[src/rtl/calc_job_scheduler.sv]
// Round-robin arbiter sharing one RPN calculator: loads a program, runs it, returns top of stack.
// Latency: one IDLE->LOAD cycle, one cycle per word, START, run time, then a held response.
// Backpressure: req_ready only while loading the granted requester; response held until resp_ready.
module calc_job_scheduler #(
  parameter int N       = 16,
  parameter int M       = 10,
  parameter int TIMEOUT = 1024
) (
  input  logic           clk,
  input  logic           rst,
  input  logic [1:0]     req_valid,
  input  logic [2*N-1:0] req_data,
  input  logic [1:0]     req_last,
  output logic [1:0]     req_ready,
  output logic [1:0]     resp_valid,
  output logic [N-1:0]   resp_data,
  output logic           resp_timeout,
  input  logic [1:0]     resp_ready,
  output logic           busy,
  output logic [N-1:0]   sm_datain,
  output logic [M-1:0]   sm_addr,
  output logic           sm_wr,
  output logic           sm_start,
  output logic           sm_nrst,
  input  logic [N-1:0]   sm_out,
  input  logic           sm_ready
);

  localparam int TW = $clog2(TIMEOUT);
  localparam logic [TW-1:0] TMAX     = TW'(TIMEOUT - 1);
  localparam logic [M-1:0]  ADDR_MAX = '1;

  typedef enum logic [2:0] {IDLE, LOAD, START, RUN, ABORT, DONE} state_t;

  state_t        state_q, state_nxt;
  logic          grant_q, grant_nxt;
  logic          last_grant_q, last_grant_nxt;
  logic [M-1:0]  addr_q, addr_nxt;
  logic [TW-1:0] timer_q, timer_nxt;
  logic [N-1:0]  result_q, result_nxt;
  logic          tmo_q, tmo_nxt;
  logic [1:0]    resp_valid_q, resp_valid_nxt;
  logic [1:0]    req_ready_c;
  logic          sm_wr_c, sm_start_c;
  logic [N-1:0]  word;

  assign word = grant_q ? req_data[2*N-1:N] : req_data[N-1:0];

  always_comb begin
    state_nxt      = state_q;
    grant_nxt      = grant_q;
    last_grant_nxt = last_grant_q;
    addr_nxt       = addr_q;
    timer_nxt      = timer_q;
    result_nxt     = result_q;
    tmo_nxt        = tmo_q;
    req_ready_c    = 2'b00;
    sm_wr_c        = 1'b0;
    sm_start_c     = 1'b0;
    case (state_q)
      IDLE: begin
        if (sm_ready && (|req_valid)) begin
          grant_nxt = req_valid[~last_grant_q] ? ~last_grant_q : last_grant_q;
          addr_nxt  = '0;
          state_nxt = LOAD;
        end
      end
      LOAD: begin
        req_ready_c = grant_q ? 2'b10 : 2'b01;
        if (req_valid[grant_q]) begin
          sm_wr_c  = 1'b1;
          addr_nxt = addr_q + 1'b1;
          // A full RAM ends the job; leftover words start the next one.
          if (req_last[grant_q] || (addr_q == ADDR_MAX)) state_nxt = START;
        end
      end
      START: begin
        sm_start_c = 1'b1;
        timer_nxt  = '0;
        state_nxt  = RUN;
      end
      RUN: begin
        if (sm_ready) begin
          result_nxt = sm_out;
          tmo_nxt    = 1'b0;
          state_nxt  = DONE;
        end else if (timer_q == TMAX) begin
          state_nxt = ABORT;
        end else begin
          timer_nxt = timer_q + 1'b1;
        end
      end
      ABORT: begin
        result_nxt = '0;
        tmo_nxt    = 1'b1;
        state_nxt  = DONE;
      end
      DONE: begin
        if (resp_ready[grant_q]) begin
          last_grant_nxt = grant_q;
          state_nxt      = IDLE;
        end
      end
      default: state_nxt = IDLE;
    endcase
    resp_valid_nxt = (state_nxt == DONE) ? (grant_nxt ? 2'b10 : 2'b01) : 2'b00;
  end

  always_ff @(posedge clk) begin
    if (rst) begin
      state_q      <= IDLE;
      grant_q      <= 1'b0;
      last_grant_q <= 1'b1;
      addr_q       <= '0;
      timer_q      <= '0;
      result_q     <= '0;
      tmo_q        <= 1'b0;
      resp_valid_q <= 2'b00;
    end else begin
      state_q      <= state_nxt;
      grant_q      <= grant_nxt;
      last_grant_q <= last_grant_nxt;
      addr_q       <= addr_nxt;
      timer_q      <= timer_nxt;
      result_q     <= result_nxt;
      tmo_q        <= tmo_nxt;
      resp_valid_q <= resp_valid_nxt;
    end
  end

  // Nothing is accepted or launched while reset is asserted.
  assign req_ready    = rst ? 2'b00 : req_ready_c;
  assign sm_wr        = sm_wr_c & ~rst;
  assign sm_start     = sm_start_c & ~rst;
  assign sm_addr      = addr_q;
  assign sm_datain    = word;
  assign sm_nrst      = ~(rst || (state_q == ABORT));
  assign resp_valid   = resp_valid_q;
  assign resp_data    = result_q;
  assign resp_timeout = tmo_q;
  assign busy         = (state_q != IDLE);

endmodule

[config.mk]
export PLATFORM = sky130hd
export DESIGN_NAME = calc_job_scheduler
export DESIGN_NICKNAME = d
export VERILOG_FILES = /design/src/rtl/calc_job_scheduler.sv
export SDC_FILE = /design/constraint.sdc
export NUM_CORES = 1
export LEC_CHECK = 0
export CAP_MARGIN = 10
export CORE_ASPECT_RATIO = 2
export CORE_MARGIN = 2
export CORE_UTILIZATION = 43
export CTS_BUF_LIST = sky130_fd_sc_hd__clkbuf_8
export CTS_CLUSTER_SIZE = 28
export DETAILED_ROUTE_END_ITERATION = 8
export PLACE_DENSITY = 0.84
export SLEW_MARGIN = 20
export SYNTH_ARGS = -nofsm -noshare
export SYNTH_HDL_FRONTEND = slang
export SYNTH_SLANG_ARGS = --single-unit
[constraint.sdc]
create_clock -name clk -period 2 [get_ports clk]
set_input_delay 0.4 -clock clk [delete_from_list [all_inputs] [get_ports clk]]
set_output_delay 0.4 -clock clk [all_outputs]
set_load 0.05 [all_outputs]
* Word-level counts from Yosys, hierarchy flattened
Cells that the tools add are included.
** Operators by class
- Add/subtract/negate cells :: 2
- $lt $le $gt $ge :: 2
- Eq/ne operators :: 13
- Muxes and demuxes :: 36
- Bitwise gates (word level) :: 6
- Reductions and logical operators :: 14
** Operator list (number)
- 10-bit 2-to-1 mux :: 4
- 10-bit case mux with 2 select lines :: 2
- 16-bit 2-to-1 mux :: 2
- 16-bit case mux with 2 select lines :: 1
- 10-bit by 1-bit adder with 10-bit output, second input constant :: 2
- 10-bit equality test, second input constant :: 2
- 3-bit 2-to-1 mux :: 6
- 3-bit case mux with 6 select lines :: 1
- 1-bit 2-to-1 mux :: 15
- 2-bit != test, second input constant :: 5
- 3-bit equality test, second input constant :: 3
- 2-bit 2-to-1 mux :: 4
- 3-bit by 2-bit equality test with 1-bit output, second input constant :: 2
- 3-bit AND reduction :: 2
- 2-bit nonzero test :: 3
- 1-bit by 2-bit < comparator with 1-bit output, second input constant :: 2
- 1-bit inverter :: 4
- 2-bit AND reduction :: 2
- 2-bit OR reduction :: 2
- 3-bit by 1-bit equality test with 1-bit output, second input constant :: 1
- 3-bit zero test :: 1
- 3-bit nonzero test :: 1
- 1-bit bitwise AND :: 2
- 1-bit logical OR :: 2
- 2 further kinds :: 2
** Word-level totals
- Bits in registers :: 44
- Output and inout port bits :: 51
- Logic and storage cells :: 81

* Logic depth before layout (Yosys ltp)
- Word-level depth :: 9
- Gate-level depth with buffers :: 6
- Gate-level depth less buffers :: 5

* Worst setup path after synthesis
Ideal clock, no wire load.
- Path type :: flip-flop to output port
- Start point :: register state_q[1]
- End point :: output req_ready[1]
- Arrival time :: 2083 ps
- Required time :: 1600 ps
- Slack :: -483 ps
- Stages on the path, launching flop included :: 4
- Path buffers :: 1
- Cells stage by stage :: dfxtp_1 or3b_2 clkbuf_1 nor3b_1
** On the way
- Longest elaborated chain between the ends :: 3
** Ends and longest elaborated chain
- start, declared :: RTL line 35 : state_t state_q, state_nxt;
- start signal, assigned :: RTL line 120 : state_q <= state_nxt;
- 3-bit by 1-bit equality test with 1-bit output :: RTL line 60 : case (state_q)
- 2-bit 2-to-1 mux :: RTL line 60
- 2-bit 2-to-1 mux :: RTL line 132 : assign req_ready = rst ? 2'b00 : req_ready_c;
- end, declared :: RTL line 14 : output logic [1:0] req_ready,
Every way passes these cells.

* Final worst setup path
- Start point :: register addr_q[6] (netlist: sm_addr[6])
- End point :: output sm_addr[6]
** RTL lines
- start, declared :: RTL line 38 : logic [M-1:0] addr_q, addr_nxt;
- start signal, assigned :: RTL line 123 : addr_q <= addr_nxt;
- end, declared :: RTL line 21 : output logic [M-1:0] sm_addr,
No word-level cell between the ends.

==> qor.txt <==
1st-iter DRT viols = 92
FILL cells = 420
Core ar. = 5330 um2
TNS Setup = 0 ns
outcome = finished, final reports clean
top cells by area, synth = dfxtp_1 38%, mux2_2 7.7%, nand2_1 5.9%, a21oi_1 5.4%, mux2i_1 5.1%
Synth Instances = 277
worst r2r path cells = 5
postcts setup bufs = 0
Sequential Power Share = 0.409
Yosys top cell area share = 0.377
Area Overhead vs Synth = 59.7%
leak pwr = 1.42 nW
initial antenna violation count = 0
largest net degree at the start of global routing = 22
clk root buf = clkbuf_8
Seq. cell area = 883 um2
Skew-Pair Late Insertion Delay = 0.31 ns
vias per cell = 5.67
period utilization = 0.968
Post-CTS Resized = 3
Worst path slowest cell = clkdlybuf4s50_1
endpoints failing setup = 0
Worst VDD drop = 0.000597 V
Arr. time, crit path = 1.54 ns
ratio of cells with drive above 1 in the final layout = 0.213
CTS Hold Bufs = 0
multi-input logic area = 1380 um2
Final Skew = 0.00794 ns
initial core utilization = 0.439
vias in the first global route = 2595
DRC Markers = 0
final hold vios = 0
Slew @ Worst Pin = 0.627 ns
reg2reg end = sm_addr[4]
EDFF count, synth = 0
HP Class = reg -> reg
post-layout util = 0.701
die height = 108 um
vias = 2579
ys flop type = dfxtp_1
Worst path max stage delay = 0.83 ns
I/O pin count = 108
clk slew on worst S/H paths = 0.08 ns
Avg Cell Area, Syn = 8.43 um2
Distinct cells, synth = 47
post-layout minimum cycle time = 1.94 ns
reg2reg setup slack = 0.22 ns
buffer levels on the longest clock path = 2
Post-synth ARST share = 0
post-DR wirelength/cell = 15.0 um
CTS tree = done
RePlAce Congestion = 0.804
Max Cap Viol = 0
Setup crit end kind = output port
cell internal pwr = 1.53 mW
H-tree levels = 2
synthesis warning total = 0
ANT nets after route = 0
WP depth = 1
GRT Util Overall = 0.231
end of the critical path = sm_addr[6]
Slew headroom = 0.581
final WL = 6810 um
Antenna Cells = 0
Largest delay share family, worst path = buffers and inverters
Post-Syn Area = 2340 um2
gr ovfl total = 0
Sink Count = 44
Worst EP required = 1.60 ns
Critical Path Start Type = flop
post-synthesis compound-gate area fraction = 0.179
Slew Viols, Final = 0
CTS Buf Count = 5
first-pass GRT wire length = 11300 um
Sw Pwr = 0.657 mW
HPWL reported at the end of detailed placement = 5260 um
CP Launch Point = sm_addr[6]
Synth Area in XOR/XNOR = 0
worst-path fanout max = 5
Yosys top cell by area = dfxtp_1
Buf+Inv Stages, Crit Path = 1
Detailed Routing Iterations Pass 1 = 5
PwrDens = 587 nW/um2
FP Rows = 38
worst r2r src = state_q[0]
Final Hold Slack = 0.459 ns
post-synthesis sequential area ratio = 0.377
Synth Area in Adders = 0.0107
combinational share of power = 0.269
die area = 6070 um2
CP Cell Sequence = clkdlybuf4s50_1
Post-Synth Simple-Gate Area = 0.258
kind of critical path = reg -> out
largest family of logic cells by synthesized area = simple AND/OR/NAND/NOR gates
synthesized net count = 336
Switching Share = 0.300
Die W = 56.1 um
max frequency = 517 MHz
number of port buffers = 107
FF+latch count, synth = 44
clock power share = 0.322
RSZ-0062 raised after global routing = false
mux share of post-synthesis cell area = 0.129
Nets = 453
==> power by group through the flow <==
stage	Sequential, mW	Clock (mW)	Combinational (mW)
2_1_floorplan	0.928	0	0.307
3_3_place_gp	0.915	0	0.573
3_5_place_dp	0.916	0	0.580
4_1_cts	0.896	0.724	0.590
5_1_grt	0.898	0.755	0.623
6_report	0.896	0.705	0.589
==> worst min-delay path by stage <==
stage / from / end / depth (start not counted)
floorplan: timer_q[8] / timer_q[8] / 2
global placement: resp_data[12] / resp_data[12] / 2
detailed placement: resp_data[7] / resp_data[7] / 2
CTS: resp_data[7] / resp_data[7] / 2
global route: resp_data[8] / resp_data[8] / 2
finish: resp_data[7] / resp_data[7] / 2
==> placed cells by master, fill, tap and decap left out, drive strengths merged, types with 3 or more instances in the layout <==
master         instances
and2                   4
a22oi                  9
inv                    5
nand4                  4
clkbuf                 5
nand3                 11
mux2i                 12
nor2                  15
nand2b                11
nor3                   5
a211oi                 3
dlymetal6s2s           3
and3                   3
a31oi                  4
buf                   48
mux2                  16
clkdlybuf4s50         77
nand2                 37
dfxtp                 44
a21oi                 26
o31ai                  6
nor4                   4
or4                    7
o21ai                  5
==> state kept, by name, summed over array words and instances (netlist names) <==
signal / flops
grant_q: 1
resp_valid: 2
last_grant_q: 1
sm_addr: 10
timer_q: 10
resp_timeout: 1
resp_data: 16
state_q: 3
==> logic make-up (layout without fill, tap and decap cells) <==
kind of cell / Yosys count / after routing
compound gates: 65 / 65
fa+ha+maj: 2 / 2
buf+inv: 23 / 141
flops: 44 / 44
mux: 28 / 28
simple gates: 115 / 115
==> synthesized netlist by cell type (3+ instances only) <==
cell type,instances
a211oi_1,3
a21oi_1,25
a22oi_1,9
a31oi_1,4
and2_1,4
and3_1,3
buf_2,6
clkbuf_1,8
dfxtp_1,44
inv_1,5
mux2_2,16
mux2i_1,12
nand2_1,37
nand2b_1,11
nand3_1,11
nand4_1,4
nor2_1,15
nor3_1,5
nor4_1,4
o21ai_0,5
o31ai_1,6
or4_1,6
==> stage by stage <==
stage,worst slack (ns),power (mW),instances,cell area [um2]
4_1_cts,0.0240,2.21,455,3720
3_5_place_dp,-0.159,1.50,447,3590
5_1_grt,0.00986,2.28,455,3730
2_1_floorplan,-0.0176,1.23,277,2360
6_report,0.0641,2.19,455,3730
3_3_place_gp,-0.120,1.49,447,3590
==> per-layer routing <==
metal,GRT usage,up-vias,share of wire
li1,-,1244,-
met1,0.232,1172,0.38
met2,0.422,141,0.51
met3,0.0766,22,0.083
met4,0.105,0,0.026
met5,0,-,0
==> cell type report <==
class / count / area share
multi-input cells: 210 / 0.370
well taps: 60 / 0.0201
flip-flops and latches: 44 / 0.237
inverters: 5 / 0.00503
repair buffers: 128 / 0.337
clock inverters: 3 / 0.0127
clock buffers: 5 / 0.0184
No activity file was read; power rests on OpenSTA's default activity.
